==> src/rtl/scl_en_decim_pkg.sv <==
// ============================================================================
// Module : scl_pkg
// Brief  : Shared widths, ratio encodings and mask helper for scl_en_decim.
// Rev    : 1.0 - initial release
// ============================================================================
`default_nettype none

package scl_pkg;

  localparam int SCL_CNT_W   = 3;
  localparam int SCL_RATIO_W = 2;

  typedef enum logic [SCL_RATIO_W-1:0] {
    SCL_R1 = 2'd0,
    SCL_R2 = 2'd1,
    SCL_R4 = 2'd2,
    SCL_R8 = 2'd3
  } scl_ratio_e;

  // Low-bit mask selecting the position within a 2^ratio group.
  function automatic logic [SCL_CNT_W-1:0] scl_ratio_mask(input logic [SCL_RATIO_W-1:0] ratio);
    logic [SCL_CNT_W-1:0] m;
    m = 3'b000;
    case (ratio)
      SCL_R1:  m = 3'b000;
      SCL_R2:  m = 3'b001;
      SCL_R4:  m = 3'b011;
      SCL_R8:  m = 3'b111;
      default: m = 3'b000;
    endcase
    return m;
  endfunction

endpackage

`default_nettype wire

==> src/rtl/scl_en_decim_dly.sv <==
// ============================================================================
// Module : scl_en_dly
// Brief  : DLY-deep enable shift register with early tap outputs.
// Rev    : 1.0 - initial release
// ============================================================================
`default_nettype none

module scl_en_dly #(
  parameter int DLY  = 6,
  parameter int TAPS = 4
) (
  input  logic            clk,
  input  logic            rst,
  input  logic            en_in,
  output logic            en_dly,
  output logic [TAPS-1:0] en_tap
);

  logic [DLY-1:0] r_en_d;

  always_ff @(posedge clk or negedge rst) begin
    if (!rst) r_en_d <= '0;
    else      r_en_d <= {r_en_d[DLY-2:0], en_in};
  end

  assign en_dly = r_en_d[DLY-1];
  assign en_tap = r_en_d[TAPS-1:0];

endmodule

`default_nettype wire

==> src/rtl/scl_en_decim.sv <==
// ============================================================================
// Module : scl_en_decim
// Brief  : Enable delay plus horizontal/vertical decimation with line-shadowed config.
// Rev    : 1.0 - initial release
// ============================================================================
`default_nettype none

module scl_en_decim
  import scl_pkg::*;
#(
  parameter int DLY  = 6,
  parameter int TAPS = 4
) (
  input  logic                   clk,
  input  logic                   rst,
  input  logic                   scl_i_data_en,
  input  logic                   scl_i_frame_start,
  input  logic                   scl_cfg_mode,
  input  logic [SCL_RATIO_W-1:0] scl_cfg_hratio,
  input  logic [SCL_CNT_W-1:0]   scl_cfg_hphase,
  input  logic [SCL_RATIO_W-1:0] scl_cfg_vratio,
  output logic                   scl_o_data_en,
  output logic [TAPS-1:0]        en_tap,
  output logic                   scl_o_line_end,
  output logic                   scl_o_line_keep
);

  logic                   w_en_dly;
  logic                   r_en_dly_q;
  logic                   r_mode;
  logic [SCL_RATIO_W-1:0] r_hratio;
  logic [SCL_CNT_W-1:0]   r_hphase;
  logic [SCL_RATIO_W-1:0] r_vratio;
  logic [SCL_CNT_W-1:0]   r_hcnt;
  logic [SCL_CNT_W-1:0]   r_vcnt;

  logic [SCL_CNT_W-1:0]   w_hmask;
  logic [SCL_CNT_W-1:0]   w_vmask;
  logic [SCL_CNT_W-1:0]   w_phase;
  logic                   w_line_end;
  logic                   w_line_keep;
  logic                   w_pix_keep;

  scl_en_dly #(
    .DLY  (DLY),
    .TAPS (TAPS)
  ) u_dly (
    .clk    (clk),
    .rst    (rst),
    .en_in  (scl_i_data_en),
    .en_dly (w_en_dly),
    .en_tap (en_tap)
  );

  assign w_hmask     = scl_ratio_mask(r_hratio);
  assign w_vmask     = scl_ratio_mask(r_vratio);
  assign w_phase     = r_hphase & w_hmask;
  assign w_line_end  = !w_en_dly && r_en_dly_q;
  assign w_line_keep = !r_mode || (r_vratio == SCL_R1) || ((r_vcnt & w_vmask) == 3'd0);
  assign w_pix_keep  = !r_mode || ((r_hcnt & w_hmask) == w_phase);

  always_ff @(posedge clk or negedge rst) begin
    if (!rst) begin
      r_en_dly_q      <= 1'b0;
      r_mode          <= 1'b0;
      r_hratio        <= '0;
      r_hphase        <= '0;
      r_vratio        <= '0;
      r_hcnt          <= '0;
      r_vcnt          <= '0;
      scl_o_data_en   <= 1'b0;
      scl_o_line_end  <= 1'b0;
      scl_o_line_keep <= 1'b0;
    end else begin
      r_en_dly_q <= w_en_dly;
      // Config only follows the ports between delayed lines.
      if (!w_en_dly) begin
        r_mode   <= scl_cfg_mode;
        r_hratio <= scl_cfg_hratio;
        r_hphase <= scl_cfg_hphase;
        r_vratio <= scl_cfg_vratio;
      end
      r_hcnt <= w_en_dly ? r_hcnt + 3'd1 : 3'd0;
      if (scl_i_frame_start) r_vcnt <= 3'd0;
      else if (w_line_end)   r_vcnt <= r_vcnt + 3'd1;
      scl_o_data_en   <= w_en_dly && w_line_keep && w_pix_keep;
      scl_o_line_end  <= w_line_end;
      scl_o_line_keep <= w_line_keep;
    end
  end

endmodule

`default_nettype wire

==> config.mk <==
export PLATFORM = sky130hd
export DESIGN_NAME = scl_en_decim
export DESIGN_NICKNAME = d
export VERILOG_FILES = /design/src/rtl/scl_en_decim_pkg.sv /design/src/rtl/scl_en_decim_dly.sv /design/src/rtl/scl_en_decim.sv
export SDC_FILE = /design/constraint.sdc
export NUM_CORES = 1
export LEC_CHECK = 0
export ABC_AREA = 1
export BUFFER_PORTS_ARGS = -buffer_cell sky130_fd_sc_hd__buf_4
export CAP_MARGIN = 20
export CORE_AREA = 2 2 53 55
export DETAILED_ROUTE_END_ITERATION = 10
export DIE_AREA = 0 0 55 57
export HOLD_SLACK_MARGIN = 0.03
export RECOVER_POWER = 25
export SKIP_LAST_GASP = 1
export SLEW_MARGIN = 25
export SYNTH_ARGS = -nofsm -noshare
export SYNTH_HDL_FRONTEND = slang
export SYNTH_SLANG_ARGS = --single-unit
export TNS_END_PERCENT = 50
==> constraint.sdc <==
create_clock -name clk -period 1.4 [get_ports clk]
set_clock_uncertainty 0.1 [all_clocks]
set_input_delay 0 -clock clk [delete_from_list [all_inputs] [get_ports clk]]
set_output_delay 0 -clock clk [all_outputs]
set_load 0.01 [all_outputs]
; Word-level counts from Yosys, hierarchy flattened
; Cells that the tools add are included.
[totals]
output_inout_bits = 7
ff_bits = 24
[op_classes]
n_eq_ne = 7
n_reduce_logical = 12
n_bitwise = 3
add_sub_neg = 2
n_mux = 5
[op_table]
columns = op, n
row1 = $pmux W3 S4, 2
row2 = $and A3 B3 Y3, 3
row3 = $mux W3, 3
row4 = $eq A2 B2 Y1 const B, 4
row5 = $add A3 B1 Y3 const B, 2
row6 = $eq A2 B1 Y1 const B, 2
row7 = $logic_not A2 Y1, 2
row8 = $eq A3 B3 Y1, 1
row9 = $logic_and A1 B1 Y1, 3
row10 = $logic_not A3 Y1, 1
row11 = $logic_or A1 B1 Y1, 3
row12 = $logic_not A1 Y1, 2
row13 = $reduce_bool A2 Y1, 1

; Longest topological paths before layout
; Gate-level depths: netlist of the first run.
[logic_depth]
depth_word = 7
depth_mapped = 5
ltp_nobuf = 5

; Hierarchy
; Synthesis of the first run repeated with hierarchy kept, for this count alone.
[unflattened]
cells_unflattened = 97
hier_area_um2 = 958.4
[modules_own_cells]
columns = module, area_per_inst_um2, n_inst, cells_per_inst
row1 = scl_en_decim, 778.2, 1, 87
row2 = scl_en_dly, 180.2, 1, 10

; Worst setup path before layout of the first run
; No wires, ideal clock.
[synth_timing]
path_kind = register -> register
startpoint = reg r_vcnt[0]
endpoint = reg r_vcnt[2]
slack_ns = 0.355
n_path_buf = 0
t_arrival_ns = 0.823
path_stages_with_launch = 6
setup_time_ns = 0.122
cell_sequence = dfrtp_1 -> ha_1 -> inv_1 -> nor2_4 -> o21ai_1 -> a21oi_1
[synth_via]
elab_chain_len = 3
[synth_lines]
columns = item, line
row1 = "start, declared", scl_en_decim.sv:35  ; logic [SCL_CNT_W-1:0] r_vcnt;
row2 = "start signal, assigned", scl_en_decim.sv:85  ; else if (w_line_end) r_vcnt <= r_vcnt + 3'd1;
row3 = $add A3 B1 Y3, scl_en_decim.sv:85
row4 = $mux W3, scl_en_decim.sv:85
row5 = $mux W3, scl_en_decim.sv:84  ; if (scl_i_frame_start) r_vcnt <= 3'd0;
; No other way between the ends. The select of a mux whose other input is x is not followed.
; A chain may end at the register's enable or synchronous reset.

; Final worst setup path of the first run
[layout_timing]
startpoint = reg u_dly.r_en_d[5]
endpoint = reg r_vcnt[2]
[layout_via]
elab_chain_len = 3
[layout_lines]
columns = item, line
row1 = "start, declared", scl_en_decim_dly.sv:19  ; logic [DLY-1:0] r_en_d;
row2 = "start signal, assigned", scl_en_decim_dly.sv:23  ; else r_en_d <= {r_en_d[DLY-2:0], en_in};
row3 = $logic_not A1 Y1, n/a
row4 = $logic_and A1 B1 Y1, scl_en_decim.sv:58  ; assign w_line_end = !w_en_dly && r_en_dly_q;
row5 = $reduce_bool A2 Y1 (no source line), n/a
; No other way between the ends.

==> impl_metrics.yaml, run 1 <==
outcome:
  run_status: "finished clean"
critical_path:
  cp_slowest_cell: "dfrtp_1"
  crit_fanout: 17
  cp_num_cells: 5
  cp_cell_sequence: "inv_4 > nand2_4 > nor2_4 > o21ai_1 > a21oi_1"
  worstPathRequired_ps: 1540
  r2r-end: "r_vcnt[2]"
  critical_path.max_stage_delay_ps: 470
  worstSetupStartpoint: "u_dly.r_en_d[5]"
  r2r_cells: 5
  startpoint_type: "flop"
  cp_top_family: "flip-flops"
  worstPathArrival_ps: 1300
  rr_startpoint: "u_dly.r_en_d[5]"
  critPathBufInv: 1
  worstSetupEndpoint: "r_vcnt[2]"
  critPathKind: "reg -> reg"
  r2r_slack_ps: 230
  crit_path_end_kind: "flop"
sta:
  slew_headroom_pct: 80.5
  rsz0062_at_grt: "no"
  fin_crit_ps: 1170
  slew_violations: 0
  fin_ws_ps: 233
  setup_viol: 0
  hold_violations: 0
  setup_tns_ps: 0
  worst_pin_slew_ps: 293
  fmaxAchievable_ghz: 0.857
  min_period_over_period_pct: 83.3
placed_design:
  io_buffer_count: 18
  dp_slack_ps: 248
  hpwl_um: 1070
  place_congestion: 0.717
  dpl_cell_area_um2: 1100
  dp_cells: 141
clocking:
  cts_resized: 0
  cts_buffers: 3
  cts_tree: "built"
  clock_sinks: 24
  clockBufferDepth: 2
  cts-root-buf: "clkbuf_4"
  htreeDepth: 1
  clkTransAtPathRegs_ps: 120
  cts_setup_buffers: 0
  clk_latency_ps: 300
synthesis:
  synth_top_area_share_pct: 62.3
  ys_seq_elements: 24
  syn_inst: 97
  synth_nets: 111
  synth_top_area_cell: "dfrtp_1"
  yosysWarnings: 0
  yosysUniqueCellTypes: 15
  netlist_area_um2: 963
  avgSynthCellArea_um2: 9.93
  synth_area_leaders: "dfrtp_1 (62%), nand2_1 (9.7%), inv_1 (6.2%)"
  seq_area_frac_synth_pct: 62.3
route:
  routed-wl-met3_um: 67
  viasPerCell: 4.34
  dr.first_iter.drc_count: 14
  routed.top_layer: "met4"
  ant_nets: 0
  met1Wirelength_um: 698
  first_pass_iters: 4
  wl_met2_um: 785
  vias: 682
  wire_per_inst_um: 9.97
  drc: 0
  wl_um: 1570
grt:
  grt_max_degree: 25
  antenna_found_initial: 0
  grt_pass1_wl_um: 2880
  grt_pass1_vias: 715
  gr-usage-all-layers_pct: 12.5
  overflow: 0
layout:
  postLayoutCellArea_um2: 1260
  regArea_um2: 601
  final_cell_mix: "nand2_1 (25), dfrtp_1 (24), inv_1 (16)"
  antennaDiodeCount: 0
  fillerInstances: 255
  area_delta_synth_final_pct: 30.9
  multi_input_area_um2: 259
  nNetsFinal: 141
  drive_gt1_share_pct: 18.3
  finalNonFillerCells: 157
  final_common_cell: "nand2_1"
power_and_ir_drop:
  pwr_density_cell_nw_per_um2: 1120
  leakagePower_nw: 0.645
  irDropWorstVdd_uv: 757
floorplan:
  die_w_um: 55
  num_rows: 19
  io_pins: 19
  dieArea_um2: 3140
  start_util_pct: 36.8
  core_area_um2: 2620
  die_h_um: 57
flow_run:
  drv_cap: 0
worst_hold_path:
  min_path_type: "reg -> reg"
worst register-to-register path, cell delays in order, from the launching register on:
cell	delay, ps
dfrtp_1	470
inv_4	180
nand2_4	100
nor2_4	90
o21ai_1	60
a21oi_1	110
Yosys cell counts, drive strengths merged:
cell,instances
dfrtp,24
xnor2,1
nand2,26
nor2,4
inv,17
ha,2
nand3,6
a211oi,1
a21oi,3
buf,5
o21ai,8
state kept, by name, indices dropped and copies added, names as in the netlist:
name	flops
r_hphase	3
r_mode	1
r_hratio	2
r_vratio	2
scl_o_data_en	1
scl_o_line_keep	1
u_dly.r_en_d	6
r_hcnt	3
r_vcnt	3
scl_o_line_end	1
r_en_dly_q	1
how the worst min path moves through the flow:
stage          slack [ps]               to  depth (start not counted)             from
4_1_cts               220  u_dly.r_en_d[0]                          2    scl_i_data_en
6_report              260  u_dly.r_en_d[5]                          0  u_dly.r_en_d[4]
5_1_grt               260  u_dly.r_en_d[0]                          2    scl_i_data_en
3_3_place_gp         -190  u_dly.r_en_d[4]                          1              rst
2_1_floorplan        -400       r_en_dly_q                          0              rst
3_5_place_dp         -190      r_hphase[1]                          1              rst
layer usage:
metal  global-route usage (%)  vias up
met5                        0        -
met4                     4.18        0
met2                     22.3       16
met1                     14.6      312
met3                     2.36        2
li1                         -      352
metrics by stage:
step	hold WS [ps]	utilization (%)	power, W
after global placement	-188	42.1	0.000931
after detailed placement	-189	42.1	0.000935
final	264	48.2	0.00142
after CTS	224	48.7	0.00145
after floorplan	-396	-	0.000869
after global routing	256	48.2	0.00151
area by class of cell:
class                           instances  share of cell area [%]
Clock buffer                            3                    1.79
Clock inverter                          1                    2.38
Inverter                               17                    5.26
Multi-Input combinational cell         51                    20.5
Sequential cell                        24                    47.6
Tap cell                               31                    3.08
Timing Repair Buffer                   30                    19.3
cell families (layout without fill, tap and decap cells):
kind of cell / after synthesis / in the layout / share of synthesized area (%)
DFF: 24 / 24 / 62.3
adders and majority gates: 2 / 2 / 2.60
buffers and inverters: 22 / 51 / 10.8
and+or+nand+nor: 36 / 36 / 16.4
AOI/OAI and AO/OA: 12 / 12 / 7.01
xor gates and xnor gates: 1 / 1 / 0.909
repair_timing:
action                                  4_1_cts  5_1_grt
hold buffers                                 12        0
hold endpoints to repair                     36        0
endpoints found under the setup margin        0        0
report_power, final:
part / internal, W / switching (W)
combinational: 0.0000853 / 0.0000842
clock: 0.000289 / 0.000189
sequential: 0.000740 / 0.0000305
total: 0.00111 / 0.000304
Note: power is estimated with default switching activity, not from simulation.
==> inputs of run 2 (changes only) <==
==> constraint.sdc (replaced) <==
create_clock -name clk -period 1.1 [get_ports clk]
set_clock_uncertainty 0.1 [all_clocks]
set_input_delay 0 -clock clk [delete_from_list [all_inputs] [get_ports clk]]
set_output_delay 0 -clock clk [all_outputs]
set_load 0.01 [all_outputs]
==> run 2 against run 1 <==
  * The run now ends with negative setup slack left
  * First-iteration DRC count fell by 43%
  * Sequential cell count did not move
  * Final cell count rose by 2.5%
  * Highest routed layer unchanged
==> impl_metrics.yaml, run 2 (same netlist as run 1, synthesis figures left out) <==
layout:
  postLayoutCellArea_um2: 1300
  largest_reg_flops: 6
  antennaDiodeCount: 0
  area_delta_synth_final_pct: 34.7
  regMostFlops: "u_dly.r_en_d"
  final_common_cell: "nand2_1"
  nNetsFinal: 145
  regArea_um2: 601
  drive_gt1_share_pct: 23.8
  final_cell_mix: "nand2_1 (25), dfrtp_1 (24), buf_4 (19)"
  multi_input_area_um2: 262
  fillerInstances: 257
sta:
  min_period_over_period_pct: 101
  slew_headroom_pct: 80.3
  fmaxAchievable_ghz: 0.899
  fin_ws_ps: -12.9
  hold_violations: 0
  slew_violations: 0
  worst_pin_slew_ps: 296
  rsz0062_at_grt: "yes"
  setup_viol: 1
  fin_crit_ps: 1110
grt:
  grt_pass1_vias: 729
  grt_max_degree: 25
  gr-usage-all-layers_pct: 13.0
  overflow: 0
  antenna_found_initial: 0
  grt_pass1_wl_um: 2970
floorplan:
  core_area_um2: 2620
  die_w_um: 55
  num_rows: 19
  io_pins: 19
  start_util_pct: 36.8
  die_h_um: 57
  dieArea_um2: 3140
route:
  wl_um: 1690
  dr.first_iter.drc_count: 8
  wire_per_inst_um: 10.5
  ant_nets: 0
  vias: 740
  drc: 0
  viasPerCell: 4.60
  first_pass_iters: 4
clocking:
  clock_sinks: 24
  cts_tree: "built"
  clk_latency_ps: 310
  clockBufferDepth: 2
  clkTransAtPathRegs_ps: 130
  htreeDepth: 1
  cts-root-buf: "clkbuf_4"
  cts_buffers: 3
power_and_ir_drop:
  pwr_density_cell_nw_per_um2: 1300
  p_comb_share_pct: 14.5
  switching_share_pct: 24.3
  p_switching_w: 0.000408
  p_int_w: 0.00127
  irDropWorstVdd_uv: 851
  pwr-share-seq_pct: 58.4
  power_frac_clock_pct: 27.2
  leakagePower_nw: 0.669
critical_path:
  cp_cell_sequence: "ha_1 > nor2_2 > a211oi_2"
  worstPathArrival_ps: 1230
  critPathKind: "reg -> reg"
  crit_fanout: 3
  crit_path_end_kind: "flop"
  startpoint_type: "flop"
  worstPathRequired_ps: 1210
  r2r_slack_ps: -10
  cp_slowest_cell: "dfrtp_1"
  critical_path.max_stage_delay_ps: 420
  r2r_cells: 3
worst_hold_path:
  hold_depth: 2
  min_path_type: "in -> reg"
flow_run:
  drv_cap: 0
placed_design:
  hpwl_um: 1100
  io_buffer_count: 18
  dp_slack_ps: 8.00
  dpl_cell_area_um2: 1130
  place_congestion: 0.736
outcome:
  violations: "negative setup slack"
  run_status: "finished with violations"
run 2: worst max-delay path: cells and delay by family (launching register included):
family                   cells  cell delay (ps)
AND/OR/NAND/NOR              1              130
adder cells (fa/ha/maj)      1              310
AO/OA/AOI/OAI                1               40
flip-flops                   1              420
run 2: metrics by stage:
step	hold WS, ps	power [W]	std cells	utilization (%)	TNS [ps]
6_report	247	0.00168	161	49.6	-12.9
3_5_place_dp	-187	0.00120	143	43.1	0
5_1_grt	233	0.00178	161	49.6	-156
3_3_place_gp	-187	0.00119	143	43.1	0
4_1_cts	218	0.00169	159	49.1	-0.449
2_1_floorplan	-396	0.00111	97	-	0
run 2: area by class of cell:
class | count | share of cell area (%)
clock buffer | 4 | 2.80
multi-input combinational | 51 | 20.2
inverter | 17 | 5.11
sequential | 24 | 46.3
timing repair buffer | 34 | 22.7
tap | 31 | 2.99
run 2: routing by layer:
layer  up-vias  GRT usage (%)  wire [um]
met2        20           21.4        853
met1       357           16.6        726
met4         0           6.27         32
met5         -              0          0
li1        359              -          -
met3         4           1.57         79
run 2: power groups by stage:
stage,combinational [W],sequential (W),clock [W]
finish,0.000243,0.000981,0.000456
global placement,0.000200,0.000994,0
CTS,0.000239,0.000981,0.000471
global route,0.000278,0.000989,0.000514
detailed placement,0.000205,0.000998,0
floorplan,0.000112,0.000994,0
run 2: final timing paths:
| check | from | to |
|---|---|---|
| min in group asynchronous | rst | u_dly.r_en_d[2] |
| max in group asynchronous | rst | r_hphase[2] |
| min reg2reg | u_dly.r_en_d[4] | u_dly.r_en_d[5] |
| min | scl_i_data_en | u_dly.r_en_d[0] |
| max | r_vcnt[0] | r_vcnt[1] |
| max reg2reg | r_vcnt[0] | r_vcnt[1] |
run 2: timing repair:
item | in CTS | in global routing
endpoints found under the setup margin | 2 | 3
resized for setup | 1 | 1
cloned | 0 | 0
hold buffers | 12 | 0
hold endpoints to repair | 36 | 0
setup buffers | 0 | 2
